`src/rtl/acc_trig_uploader_if.sv`:
```
// Upload stream toward the host link: 32-bit words with valid/ready flow control,
// up_last marks the tail word of each frame.
interface acc_trig_uploader_if;
   logic        up_valid;
   logic        up_ready;
   logic [31:0] up_data;
   logic        up_last;

   modport master (
      output up_valid,
      output up_data,
      output up_last,
      input  up_ready
   );

   modport slave (
      input  up_valid,
      input  up_data,
      input  up_last,
      output up_ready
   );
endinterface

```
`src/rtl/acc_trig_uploader.sv`:
```
// Drains the acc-trigger encoder log FIFO and packs entries into framed 32-bit words:
// header {tag, seq}, HI/LO word per entry, tail {count, folded XOR checksum}.
// Frames close when full, after an idle timeout, or when the scan ends.
module acc_trig_uploader #(
   parameter int unsigned FRAME_WORDS   = 16,
   parameter int unsigned FLUSH_TIMEOUT = 1000,
   parameter logic [15:0] HDR_TAG       = 16'h55AA
) (
   input  logic                       clk_i,
   input  logic                       rst_i,
   input  logic                       laser_start_i,
   input  logic                       trig_fifo_ready_i,
   output logic                       trig_fifo_rd_o,
   input  logic [63:0]                trig_fifo_data_i,
   acc_trig_uploader_if.master        up,
   output logic [31:0]                frame_cnt_o,
   output logic [31:0]                word_cnt_o
);

   localparam int unsigned TimerW = (FLUSH_TIMEOUT > 1) ? $clog2(FLUSH_TIMEOUT) : 1;
   localparam logic [TimerW-1:0] TimerLast = TimerW'(FLUSH_TIMEOUT - 1);
   localparam logic [16:0] FrameFull = 17'(FRAME_WORDS);

   typedef enum logic [2:0] {StIdle, StHdr, StRd, StWait, StHi, StLo, StTail} state_e;

   state_e              state_q, state_d;
   logic [15:0]         frame_seq_q, frame_seq_d;
   logic [31:0]         frame_cnt_q, frame_cnt_d;
   logic [31:0]         word_cnt_q, word_cnt_d;
   logic [15:0]         cnt_q, cnt_d;
   logic [31:0]         csum_q, csum_d;
   logic [TimerW-1:0]   timer_q, timer_d;
   logic [63:0]         entry_q, entry_d;
   logic                laser_q, laser_d;
   logic                clear_pend_q, clear_pend_d;
   logic                end_pend_q, end_pend_d;

   logic                rise, fall, xfer;
   logic                up_valid, up_last, fifo_rd;
   logic [31:0]         up_data;

   // Next-state, frame bookkeeping and stream outputs
   always_comb begin
      state_d      = state_q;
      frame_seq_d  = frame_seq_q;
      frame_cnt_d  = frame_cnt_q;
      word_cnt_d   = word_cnt_q;
      cnt_d        = cnt_q;
      csum_d       = csum_q;
      timer_d      = timer_q;
      entry_d      = entry_q;
      fifo_rd      = 1'b0;
      up_valid     = 1'b0;
      up_last      = 1'b0;
      up_data      = 32'h0;

      rise         = laser_start_i & ~laser_q;
      fall         = ~laser_start_i & laser_q;
      laser_d      = laser_start_i;
      clear_pend_d = clear_pend_q | rise;
      end_pend_d   = end_pend_q | fall;
      xfer         = 1'b0;

      unique case (state_q)
         StIdle: begin
            // A scan restart only takes effect between frames
            if (clear_pend_q) begin
               frame_seq_d  = 16'h0;
               frame_cnt_d  = 32'h0;
               word_cnt_d   = 32'h0;
               clear_pend_d = rise;
            end
            // A scan end seen between frames has nothing left to flush
            end_pend_d = fall;
            if (trig_fifo_ready_i) begin
               state_d = StHdr;
            end
         end
         StHdr: begin
            up_valid = 1'b1;
            up_data  = {HDR_TAG, frame_seq_q};
            xfer     = up.up_ready;
            if (xfer) begin
               cnt_d   = 16'h0;
               csum_d  = 32'h0;
               timer_d = '0;
               state_d = StRd;
            end
         end
         StRd: begin
            if (trig_fifo_ready_i) begin
               fifo_rd = 1'b1;
               timer_d = '0;
               state_d = StWait;
            end else if (timer_q == TimerLast || end_pend_q) begin
               state_d = StTail;
            end else begin
               timer_d = timer_q + 1'b1;
            end
         end
         StWait: begin
            entry_d = trig_fifo_data_i;
            state_d = StHi;
         end
         StHi: begin
            up_valid = 1'b1;
            up_data  = entry_q[63:32];
            xfer     = up.up_ready;
            if (xfer) begin
               csum_d  = csum_q ^ entry_q[63:32];
               state_d = StLo;
            end
         end
         StLo: begin
            up_valid = 1'b1;
            up_data  = entry_q[31:0];
            xfer     = up.up_ready;
            if (xfer) begin
               csum_d     = csum_q ^ entry_q[31:0];
               cnt_d      = cnt_q + 16'd1;
               word_cnt_d = word_cnt_q + 32'd1;
               if (({1'b0, cnt_q} + 17'd1) == FrameFull || end_pend_q) begin
                  state_d = StTail;
               end else begin
                  state_d = StRd;
               end
            end
         end
         StTail: begin
            up_valid = 1'b1;
            up_last  = 1'b1;
            up_data  = {cnt_q, csum_q[31:16] ^ csum_q[15:0]};
            xfer     = up.up_ready;
            if (xfer) begin
               frame_seq_d = frame_seq_q + 16'd1;
               frame_cnt_d = frame_cnt_q + 32'd1;
               end_pend_d  = fall;
               state_d     = StIdle;
            end
         end
         default: begin
            state_d = StIdle;
         end
      endcase
   end

   // State and datapath registers, synchronous reset
   always_ff @(posedge clk_i) begin
      if (rst_i) begin
         state_q      <= StIdle;
         frame_seq_q  <= 16'h0;
         frame_cnt_q  <= 32'h0;
         word_cnt_q   <= 32'h0;
         cnt_q        <= 16'h0;
         csum_q       <= 32'h0;
         timer_q      <= '0;
         entry_q      <= 64'h0;
         laser_q      <= 1'b0;
         clear_pend_q <= 1'b0;
         end_pend_q   <= 1'b0;
      end else begin
         state_q      <= state_d;
         frame_seq_q  <= frame_seq_d;
         frame_cnt_q  <= frame_cnt_d;
         word_cnt_q   <= word_cnt_d;
         cnt_q        <= cnt_d;
         csum_q       <= csum_d;
         timer_q      <= timer_d;
         entry_q      <= entry_d;
         laser_q      <= laser_d;
         clear_pend_q <= clear_pend_d;
         end_pend_q   <= end_pend_d;
      end
   end

   assign trig_fifo_rd_o = fifo_rd;
   assign up.up_valid    = up_valid;
   assign up.up_data     = up_data;
   assign up.up_last     = up_last;
   assign frame_cnt_o    = frame_cnt_q;
   assign word_cnt_o     = word_cnt_q;

endmodule

```
`src/flat_wrapper.sv`:
```
// flat-port wrapper written by rule: the top's interface ports become plain ports
module acc_trig_uploader_flat 
#(
   parameter int unsigned FRAME_WORDS   = 16,
   parameter int unsigned FLUSH_TIMEOUT = 1000,
   parameter logic [15:0] HDR_TAG       = 16'h55AA
)
  (clk_i, rst_i, laser_start_i, trig_fifo_ready_i, trig_fifo_rd_o, trig_fifo_data_i, frame_cnt_o, word_cnt_o, up_up_valid, up_up_data, up_up_last, up_up_ready);
  acc_trig_uploader_if up_i ();
  input  logic clk_i;
  input  logic rst_i;
  input  logic laser_start_i;
  input  logic trig_fifo_ready_i;
  output logic trig_fifo_rd_o;
  input  logic [63:0] trig_fifo_data_i;
  output logic [31:0] frame_cnt_o;
  output logic [31:0] word_cnt_o;
  output wire logic [$bits(up_i.up_valid)-1:0] up_up_valid;
  output wire logic [$bits(up_i.up_data)-1:0] up_up_data;
  output wire logic [$bits(up_i.up_last)-1:0] up_up_last;
  input wire logic [$bits(up_i.up_ready)-1:0] up_up_ready;
  assign up_up_valid = up_i.up_valid;
  assign up_up_data = up_i.up_data;
  assign up_up_last = up_i.up_last;
  assign up_i.up_ready = up_up_ready;
  acc_trig_uploader #(.FRAME_WORDS(FRAME_WORDS), .FLUSH_TIMEOUT(FLUSH_TIMEOUT), .HDR_TAG(HDR_TAG)) u_core (.clk_i(clk_i), .rst_i(rst_i), .laser_start_i(laser_start_i), .trig_fifo_ready_i(trig_fifo_ready_i), .trig_fifo_rd_o(trig_fifo_rd_o), .trig_fifo_data_i(trig_fifo_data_i), .up(up_i), .frame_cnt_o(frame_cnt_o), .word_cnt_o(word_cnt_o));
endmodule
```
`config.mk`:
```
export PLATFORM = sky130hd
export DESIGN_NAME = acc_trig_uploader_flat
export DESIGN_NICKNAME = d
export VERILOG_FILES = /design/src/rtl/acc_trig_uploader_if.sv /design/src/rtl/acc_trig_uploader.sv /design/src/flat_wrapper.sv
export SDC_FILE = /design/constraint.sdc
export NUM_CORES = 1
export LEC_CHECK = 0
export BUFFER_PORTS_ARGS = -buffer_cell sky130_fd_sc_hd__clkbuf_2
export CAP_MARGIN = 5
export CORE_MARGIN = 2
export CORE_UTILIZATION = 57
export DETAILED_ROUTE_END_ITERATION = 7
export HOLD_SLACK_MARGIN = 0.02
export PLACE_DENSITY_LB_ADDON = 0.05
export SLEW_MARGIN = 20
export SYNTH_ARGS = -nofsm -noshare
export SYNTH_HDL_FRONTEND = slang
export SYNTH_SLANG_ARGS = --single-unit
```
`constraint.sdc`:
```
create_clock -name clk_i -period 3.25 [get_ports clk_i]
set_clock_uncertainty 0.2 [all_clocks]
set_input_delay 0 -clock clk_i [delete_from_list [all_inputs] [get_ports clk_i]]
set_output_delay 0 -clock clk_i [all_outputs]
set_load 0.01 [all_outputs]
```
Yosys cells after proc, flatten, opt, wreduce, memory -nomap -nowiden
Index checks and enable logic that the tools add are counted.

Add/subtract/negate cells: 6. Equality and inequality tests: 16. Multiplexer cells: 37. Bitwise logic cells: 9. Reductions and logical operators: 15.

Operators by type and width (number): two-way mux 32 bit (6); case mux 32 bit (2 select lines) (2); case mux 32 bit (4 select lines) (1); case mux 32 bit (3 select lines) (1); adder 32 x 1 -> 32 bit, second input constant (2); two-way mux 16 bit (4); case mux 16 bit (2 select lines) (2); XOR 32 bit (2); adder 16 x 1 -> 16 bit, second input constant (2); two-way mux 10 bit (3); two-way mux 3 bit (8); case mux 3 bit (7 select lines) (1); case mux 10 bit (2 select lines) (1); adder 16 x 1 -> 17 bit, second input constant (1); equality test 17 x 5 -> 1 bit, second input constant (1); XOR 16 bit (1); AND reduction 3 bit (4); adder 10 x 1 -> 10 bit, second input constant (1); equality test 10 bit, second input constant (1); inequality test 2 bit, second input constant (5); equality test 3 bit, second input constant (3); nonzero test 2 bit (4); two-way mux 1 bit (7); equality test 3 x 2 -> 1 bit, second input constant (2); other kinds (14) (18).

Flip-flop bits (word level): 208. Word-level logic and storage cells: 94.

Logic depth before layout (Yosys ltp)
Gate-level depths: netlist of the first run.

Depth after elaboration: 6. Mapped depth: 9. Depth with buffers taken out: 7.

Least setup slack after synthesis of the first run
No wires, ideal clock.

Path kind: register to register. Start point: reg u_core.state_q[0]. End point: reg u_core.word_cnt_q[24], in the netlist u_core.word_cnt_o[24]. Arrival: 2.248 ns. Data required time: 2.921 ns. Slack: 0.674 ns. Cell stages (with the launch flop): 10. Path buffers: 3. Period minus slack after synthesis: 2.576 ns. Cells stage by stage: dfxtp_1 > buf_6 > or4b_4 > buf_6 > and2_4 > buf_6 > or4_4 > nor3_2 > xnor2_1 > nor2_2.

Word-level cells in the longest chain between the ends: 3. Elaborated cells between the ends (all ways): 7. Classes of those cells: eq/ne (3); mux (1); reduce/logical (3).

RTL lines: from (decl) (line acc_trig_uploader.sv:26) `state_e state_q, state_d;`; from (signal assigned) (line acc_trig_uploader.sv:150) `state_q <= StIdle;`; from (signal assigned) (line acc_trig_uploader.sv:162) `state_q <= state_d;`; equality test 3 bit or zero test 3 bit (tied branches) (line acc_trig_uploader.sv:64) `unique case (state_q)`; inequality test 2 bit (no source line) (tied with other cells); AND reduction 3 bit (no source line); to (signal assigned) (line acc_trig_uploader.sv:165) `word_cnt_q <= word_cnt_d;`; to (decl) (line acc_trig_uploader.sv:29) `logic [31:0] word_cnt_q, word_cnt_d;`.

Parallel ways exist; a longest one is shown, timed or not. A chain may end at the register's enable or synchronous reset.

Worst setup path after layout of the first run
Start point: reg u_core.state_q[2]. End point: out up_up_data[15].

Word-level cells in the longest chain between the ends: 2. Elaborated cells between the ends (all ways): 5. Classes of those cells: eq/ne (4); mux (1).

RTL lines: equality test 3 bit or equality test 3 x 1 -> 1 bit (tied branches) (line acc_trig_uploader.sv:64); case mux 32 bit (4 select lines) * (line acc_trig_uploader.sv:64); to (decl) (line flat_wrapper.sv:19) `output wire logic [$bits(up_i.up_data)-1:0] up_up_data;`.

Mark *: on every way between the ends. The rest lies on a longest branch, timed or not.

==> run metrics, run 1 <==
Total GRT Usage 0.302; combinational family with the most area after synthesis simple AND/OR/NAND/NOR gates; Final Hold Vio Count 0; Adder-Cell Fraction of Synth Area 0.00613; Synth area leader dfxtp_1; Syn Nets about 1400; status completed; Tot Pwr between 5000 and 6000 µW; Area Growth Syn to Fin 24.7%; full die area roughly 19000 µm²; slowest cell delay on critical path around 0.50 ns; Top cell by count, worst path buf_4; drt pass-1 iters 5; DP Wirelength approximately 19000 µm; Final Setup Violations 0; row count 48; dpl ws slightly below 0.6 ns; CP Cell Sequence buf_4, inv_2, nor2_1, buf_4, nand2_1, o221ai_1, clkbuf_2; CTS tree built; post-synthesis mux area share 0.0599; # DRC 0; CP max-delay cell dfxtp_1; Num CTS Buffers 23; CTS H-Tree Depth 1; CTS root buffer clkbuf_16; Seq cells post-synth between 200 and 250; Clock Path Buffers 3; critical setup path kind flip-flop to output pin; vias in the first global route 9450; CP Max Fanout 18; Clock Latency Late Sink between 0.5 and 0.6 ns; Synth area leaders dfxtp_1 (41%), nand2_1 (7.5%), a21oi_1 (6.8%); Setup TNS Final 0 ns; unrepaired setup endpoints after global routing no; maxcap violations 0; Cell variety after synth 65; Max Fclk 0.350 GHz; GPL Wtd Cong between 0.8 and 0.9; Initial Utilization 0.586; drt initial violations approximately 830; largest net degree at the start of global routing approximately 110; Post-synth EDFFs 0; sequential area share after synthesis 0.408; Simple-Gate Fraction of Synth Area 0.255; crit end category output pin; PwrDens around 430 nW/µm²; worst min path class primary input to flip-flop; Yosys top cell area share 0.408; Final Cycle Share 0.879; port bufs ~170; top_reg_cell synth dfxtp_1; Core Region about 17000 µm²; Worst-Margin Slew between 0.7 and 0.8 ns; cell count after synthesis 1290; Critical Path AT 2.66 ns; GRT Residual Overflow 0; Post-Synthesis Cell Area a little over 10000 µm²; Die Span X roughly 140 µm; synth warn 0; Worst EP required between 3 and 4 ns; global-route wire length before repair 46300 µm; relative slew slack 0.476; remaining antenna violation count 0; CTS sink cnt 208; antenna cells 0; Final min period around 2.9 ns; Worst Setup Slack, final approximately 0.39 ns; Synth Area per Inst 7.92 µm²; initial antenna violation count 0; die height roughly 140 µm; CTS clk-pin slew, worst paths 0.06 ns; Leakage roughly 0.0047 µW; Setup Fix Bufs, Post-CTS 0; Compound-Gate Fraction of Synth Area 0.157; DR WL/cell 16.7 µm; maximum VDD drop 0.349 mV; Worst setup SP type flip-flop; share of cells above drive strength 1 0.168; post-synthesis xor/xnor area fraction 0.0746; Pins Over Slew Limit 0; vias per cell just under 6; I/O pin count roughly 170; fin nets roughly 1600; Async SR Flop Fraction 0; final wirelength between 20000 and 30000 µm; Vias between 10000 and 15000
==> worst max-delay path, delay by kind of cell, from the launching register on <==
family | cells | cell delay [ns]
DFF | 1 | 0.50
AOI/OAI and AO/OA | 1 | 0.44
buffers and inverters | 4 | 0.70
and+or+nand+nor | 2 | 0.50
==> path summary, 6_finish.rpt <==
| check | from | endpoint | slack [ns] | depth (start not counted) |
|---|---|---|---|---|
| setup / recovery | u_core.state_q[2]$_SDFFE_PP0P_ | up_up_data[15] | 0.39 | 7 |
| hold / removal | trig_fifo_data_i[50] | u_core.entry_q[50]$_SDFFE_PP0P_ | 0.05 | 4 |
| setup reg to reg | u_core.state_q[0]$_SDFFE_PP0P_ | u_core.entry_q[41]$_SDFFE_PP0P_ | 0.41 | 9 |
| hold reg to reg | u_core.entry_q[24]$_SDFFE_PP0P_ | u_core.entry_q[24]$_SDFFE_PP0P_ | 0.27 | 2 |
==> cell type report <==
| type | instances | area, µm² |
|---|---|---|
| inverters | 22 | 82.6 |
| clock inverters | 4 | 28.8 |
| clock buffers | 34 | 697 |
| fillers | 1382 | 4680 |
| repair buffers | 265 | 1830 |
| well taps | 225 | 282 |
| flip-flops and latches | 208 | 4170 |
| multi-input cells | 981 | 5650 |
==> cells by family after synthesis <==
group / after synthesis
and+or+nand+nor: 561
AOI/OAI and AO/OA: 268
DFF: 208
buffers and inverters: 101
xor gates and xnor gates: 87
muxes: 60
adders and majority gates: 5
==> sequential cells by signal, summed over array words and instances (netlist names) <==
name                 flops
u_core.frame_seq_q      16
u_core.laser_q           1
u_core.entry_q          64
u_core.csum_q           32
u_core.end_pend_q        1
u_core.cnt_q            16
u_core.frame_cnt_o      32
u_core.clear_pend_q      1
u_core.state_q           3
u_core.timer_q          10
u_core.word_cnt_o       32
==> what timing repair did <==
action	4_1_cts	5_1_grt
hold endpoints to repair	110	0
endpoints found under the setup margin	0	1
resized for setup	0	1
hold buffers	76	0
==> layout by cell type (no fill, tap or decap), drive strengths merged, types with 8 or more instances in the layout <==
cell type / n
o21ai: 40
clkbuf: 200
nor4: 15
or3: 33
a22oi: 11
nor3: 18
xnor2: 44
inv: 21
mux2: 9
xor2: 43
o211ai: 25
nand3: 42
a21oi: 139
dfxtp: 208
nor2: 165
nand4: 30
mux2i: 51
dlygate4sd3: 76
and3: 12
a31oi: 9
buf: 23
o22ai: 8
nand2: 205
a311oi: 9
==> stage by stage <==
| stage | instances | utilization | hold slack [ns] | area, µm² |
|---|---|---|---|---|
| after floorplan | 1290 | - | -0.0718 | 10200 |
| after global placement | 1625 | 0.646 | 0.0232 | 11200 |
| after detailed placement | 1625 | 0.646 | 0.0289 | 11200 |
| after CTS | 1739 | 0.731 | 0.0347 | 12700 |
| after global routing | 1739 | 0.731 | 0.0670 | 12700 |
| final | 1739 | 0.731 | 0.0542 | 12700 |
==> power by group <==
| group | leakage, µW | switching [µW] | total (µW) | internal [µW] |
|---|---|---|---|---|
| logic | 0.00267 | 225 | 382 | 157 |
| registers | 0.00168 | 15.1 | 2580 | 2570 |
| clock network | 0.000353 | 1050 | 2520 | 1470 |
==> routing by layer <==
layer | share of wire | vias to the layer above | wire length (µm) | track usage
met5 | 0 | - | 0 | 0
met2 | 0.47 | 431 | 13700 | 0.507
met3 | 0.077 | 70 | 2230 | 0.0515
met1 | 0.42 | 4750 | 12200 | 0.389
met4 | 0.031 | 0 | 905 | 0.116
li1 | - | 4934 | - | -
==> synthesized netlist by cell type, types with 12 or more instances <==
library cell / n
inv_1: 19
o211ai_1: 25
clkbuf_1: 66
nor4_1: 15
mux2i_1: 51
nor2_1: 161
nand2_1: 205
o21ai_0: 39
nand3_1: 42
or3_1: 33
xnor2_1: 44
dfxtp_1: 208
nand4_1: 30
xor2_1: 43
nor3_1: 14
a21oi_1: 139
and3_1: 12
Power figures use the tool's default switching activity.
==> inputs of run 2 (changes only) <==
--- a/config.mk
+++ b/config.mk
@@ -7,11 +7,10 @@
 export LEC_CHECK = 0
 export BUFFER_PORTS_ARGS = -buffer_cell sky130_fd_sc_hd__clkbuf_2
 export CAP_MARGIN = 5
-export CORE_MARGIN = 2
 export CORE_UTILIZATION = 57
 export DETAILED_ROUTE_END_ITERATION = 7
 export HOLD_SLACK_MARGIN = 0.02
-export PLACE_DENSITY_LB_ADDON = 0.05
+export PLACE_DENSITY_LB_ADDON = 0.08
 export SLEW_MARGIN = 20
 export SYNTH_ARGS = -nofsm -noshare
 export SYNTH_HDL_FRONTEND = slang
==> run 2 against run 1 <==
  * Total power rose by 6.5%
  * Clock power rose by 14%
  * Non-clock buffer count rose by 29
  * Via count rose by 2.7%
  * Largest cell class unchanged
  * Final area rose by 2.9%
==> run metrics, run 2 (synthesis results as in run 1) <==
maxcap violations 0; Setup TNS Final 0 ns; share of cells above drive strength 1 0.169; worst min path class primary input to flip-flop; Final Non-Filler Cells approximately 1800; critical setup path kind flip-flop to flip-flop; largest net degree at the start of global routing 84; Worst-Margin Slew just over 0.9 ns; Worst setup SP type flip-flop; hold_ws between 0.05 and 0.06 ns; vias per cell between 5 and 6; vias in the first global route roughly 9500; Max Fclk 0.326 GHz; status completed; Leakage about 0.0049 µW; Die Span X about 140 µm; Pins Over Slew Limit 0; Final min period 3.07 ns; Initial Utilization 0.586; die height about 140 µm; Top reg by flops u_core.entry_q; Final Cycle Share 0.945; relative slew slack 0.378; drt initial violations ~900; max reg flops 64; Vias 10457; fin nets roughly 1600; Worst EP required approximately 3.5 ns; remaining antenna violation count 0; dpl ws slightly above 0.5 ns; crit end category flip-flop; CP Cell Sequence buf_6, clkinv_1, nor2_1, buf_4, nand2_2, buf_4, nand2_1, a21oi_1, dlygate4sd3_1; Num CTS Buffers 24; fillers roughly 1300; Clock Path Buffers 3; Area Growth Syn to Fin 28.3%; global-route wire length before repair ~47000 µm; GPL Wtd Cong 0.878; maximum VDD drop between 0.4 and 0.5 mV; full die area between 15000 and 20000 µm²; # DRC 0; Final Setup Violations 0; GRT Residual Overflow 0; CP Max Fanout 64; CP max-delay cell dlygate4sd3_1; CTS clk-pin slew, worst paths approximately 0.060 ns; CTS tree built; CTS sink cnt 208; unrepaired setup endpoints after global routing no; most common cell after layout, fill and taps aside dfxtp_1; antenna cells 0; commonest cells after routing, fill and taps aside dfxtp_1 (207), nand2_1 (204), clkbuf_2 (166), nor2_1 (160), a21oi_1 (139); drt pass-1 iters 5; I/O pin count 168; port bufs 167; row count 48; Critical Path AT around 3.3 ns; initial antenna violation count 0; placed insts ~1600; Top delay family on crit path buffers and inverters; CTS root buffer clkbuf_16; Clock Latency Late Sink 0.51 ns; Total GRT Usage 0.319; slowest cell delay on critical path roughly 0.6 ns; DP Wirelength 18500 µm; DR WL/cell approximately 17 µm; critical path buffer and inverter count 5; Final Hold Vio Count 0; final wirelength slightly below 30000 µm; Core Region around 17000 µm²; PwrDens around 450 nW/µm²; Worst Setup Slack, final between 0.15 and 0.2 ns; Top cell by count, worst path buf_4; CTS H-Tree Depth 1
==> run 2: cell type report <==
cell class	instances	area [µm²]	share of cell area
clock buffer	32	682	0.0521
timing repair buffer	294	2070	0.158
sequential	208	4170	0.318
tap	225	282	0.0215
clock inverter	10	161	0.0123
inverter	22	82.6	0.00630
multi-input combinational	981	5650	0.432
==> run 2: final timing paths <==
path	from	endpoint	slack, ns	cells past startpoint
setup / recovery	u_core.state_q[0]$_SDFFE_PP0P_	u_core.entry_q[21]$_SDFFE_PP0P_	0.18	9
hold / removal	trig_fifo_data_i[39]	u_core.entry_q[39]$_SDFFE_PP0P_	0.06	4
setup reg to reg	u_core.state_q[0]$_SDFFE_PP0P_	u_core.entry_q[21]$_SDFFE_PP0P_	0.18	9
hold reg to reg	u_core.entry_q[36]$_SDFFE_PP0P_	u_core.entry_q[36]$_SDFFE_PP0P_	0.28	2
==> run 2: repair_timing <==
action,CTS,global route
gates resized for setup,1,1
hold buffers,101,0
setup buffers,0,0
endpoints found under the hold margin,113,0
endpoints found under the setup margin,2,8
==> run 2: report_power, final <==
part,total [µW],internal (µW),switching (µW)
sequential,2580,2570,13.9
combinational,391,161,230
clock,2870,1790,1080
total,5840,4520,1320
==> run 2: metrics by stage <==
step                      area (µm²)  total power [µW]  utilization
after floorplan                10200              2820            -
after global routing           13100              6010        0.752
after global placement         11200              2940        0.645
after CTS                      13100              5850        0.752
final                          13100              5840        0.752
after detailed placement       11200              2940        0.645
==> run 2: tightest hold or removal path: stages <==
cell           delay (ns)
dlygate4sd3_1        0.53
clkbuf_2             0.10
nand2_1              0.04
a21oi_1              0.05
==> run 2: per-layer routing <==
layer	track usage	wire [µm]	vias to the layer above
met5	0	0	-
met3	0.0447	1870	74
met1	0.404	12600	4927
met4	0.130	1020	0
li1	-	-	5001
met2	0.544	14200	455
==> inputs of run 3 (changes only) <==
--- a/config.mk
+++ b/config.mk
@@ -10,7 +10,7 @@
 export CORE_UTILIZATION = 57
 export DETAILED_ROUTE_END_ITERATION = 7
 export HOLD_SLACK_MARGIN = 0.02
-export PLACE_DENSITY_LB_ADDON = 0.08
+export PLACE_DENSITY = 0.8
 export SLEW_MARGIN = 20
 export SYNTH_ARGS = -nofsm -noshare
 export SYNTH_HDL_FRONTEND = slang
==> run 3 against run 2 <==
  * First-iteration DRC count down 11%
  * Clock-buffer cell count is the same
  * Utilization fell by 0.42 points
  * Clock power shrank 13%
  * Sequential share of layout area increased by 0.18 points
  * Combinational power hardly changed
  * Global-route usage is 0.36 points higher
  * Hold slack improved by 0.016 ns
==> run metrics, run 3 (synthesis results as in run 1) <==
worst min path class primary input to flip-flop; Setup TNS Final 0 ns; crit end category flip-flop; maxcap violations 0; Worst Setup Slack, final between 0.2 and 0.25 ns; CTS sink cnt 208; Tot Pwr around 5500 µW; status completed; GRT Residual Overflow 0; relative slew slack 0.418; DP Wirelength 18600 µm; Worst-Margin Slew ~0.87 ns; drt pass-1 iters 5; dpl ws 0.359 ns; sequential cell area 4170 µm²; vias per cell 5.92; commonest cells after routing, fill and taps aside dfxtp_1 (207), nand2_1 (204), clkbuf_2 (166), nor2_1 (160), a21oi_1 (139); vias in the first global route 9682; CTS clk-pin slew, worst paths approximately 0.060 ns; Worst EP required approximately 3.5 ns; remaining antenna violation count 0; Worst setup SP type flip-flop; Pins Over Slew Limit 0; Initial Utilization 0.586; share of cells above drive strength 1 0.166; Total GRT Usage 0.323; Top reg by flops u_core.entry_q; GPL Wtd Cong approximately 0.9; global-route wire length before repair 48000 µm; Area Growth Syn to Fin 27.6%; Die Span X approximately 140 µm; CP Max Fanout between 60 and 70; CTS root buffer clkbuf_16; CP Cell Sequence buf_4, clkinv_1, nor3_2, buf_12, nand2_1, a21oi_1, dlygate4sd3_1; Final Setup Violations 0; FF-to-FF setup slack between 0.2 and 0.25 ns; Vias between 10000 and 15000; Multi-input gate area 5650 µm²; Final Cycle Share 0.927; critical setup path kind flip-flop to flip-flop; most common cell after layout, fill and taps aside dfxtp_1; port bufs 167; maximum VDD drop 0.400 mV; final wirelength around 30000 µm; placed insts 1626; Final Non-Filler Cells 1771; initial antenna violation count 0; CP max-delay cell dlygate4sd3_1; I/O pin count 168; largest net degree at the start of global routing 79; DR WL/cell around 17 µm; fin nets around 1600; Clock Path Buffers 3; PwrDens around 420 nW/µm²; Num CTS Buffers 23; hold_sp trig_fifo_data_i[6]; Setup crit start u_core.state_q[1]$_SDFFE_PP0P_; Max Fclk about 0.33 GHz; fillers ~1300; Core Region approximately 17000 µm²; Setup Fix Bufs, Post-CTS 0; drt initial violations 805; Final min period 3.01 ns; Final Hold Vio Count 0; die height 136 µm; row count 48; # DRC 0; slowest cell delay on critical path about 0.58 ns; Critical Path AT roughly 3.3 ns; CTS H-Tree Depth 1; Clock Latency Late Sink approximately 0.5 ns; r2r startpoint u_core.state_q[1]$_SDFFE_PP0P_; antenna cells 0; full die area 18500 µm²; Leakage around 0.0049 µW; Layout Utilization 0.748; CTS tree built; unrepaired setup endpoints after global routing no; max reg flops between 60 and 70
-- run 3: changes by cell type in the layout (fill, tap and decap cells not counted), sizes merged --
cell | previous run | this run
dlygate4sd3 | 101 | 107
inv | 21 | 22
bufinv | 4 | 1
clkinvlp | 2 | 0
buf | 27 | 24
-- run 3: worst max-delay path: cells and delay by family, from the launching register on --
family                 cells  cell delay [ns]
AO/OA/AOI/OAI              1             0.15
buffers and inverters      4             1.64
flip-flops                 1             0.40
AND/OR/NAND/NOR            2             0.52
-- run 3: layout make-up --
cell class	count	area share
multi-input cells	981	0.434
flip-flops and latches	208	0.320
repair buffers	297	0.163
clock buffers	32	0.0506
well taps	225	0.0216
inverters	22	0.00653
clock inverters	6	0.00451
-- run 3: path summary, 6_finish.rpt --
kind / cells past startpoint / endpoint
max: 7 / u_core.entry_q[54]$_SDFFE_PP0P_
min: 4 / u_core.entry_q[6]$_SDFFE_PP0P_
max reg2reg: 7 / u_core.entry_q[54]$_SDFFE_PP0P_
min reg2reg: 2 / u_core.entry_q[15]$_SDFFE_PP0P_
-- run 3: power breakdown --
group / internal [µW] / total, µW / leakage [µW] / switching [µW]
registers: 2570 / 2580 / 0.00168 / 14.3
logic: 161 / 388 / 0.00288 / 227
clock network: 1480 / 2510 / 0.000358 / 1030
-- run 3: stage by stage --
stage,hold slack (ns),cell area (µm²)
floorplan,-0.0718,10200
global placement,0.0233,11200
detailed placement,0.0275,11200
CTS,0.0528,13000
global route,0.0883,13000
finish,0.0712,13000
-- run 3: what timing repair did --
| action | CTS | global route |
|---|---|---|
| gates resized for setup | 2 | 2 |
| endpoints found under the hold margin | 106 | 0 |
| endpoints found under the setup margin | 11 | 38 |
| hold buffers | 107 | 0 |
-- run 3: metal layers --
layer / global-route usage / share of wire / up-vias
met4: 0.140 / 0.040 / 0
met5: 0 / 0 / -
met1: 0.407 / 0.41 / 4924
met3: 0.0459 / 0.073 / 87
met2: 0.548 / 0.48 / 477
li1: - / - / 4995
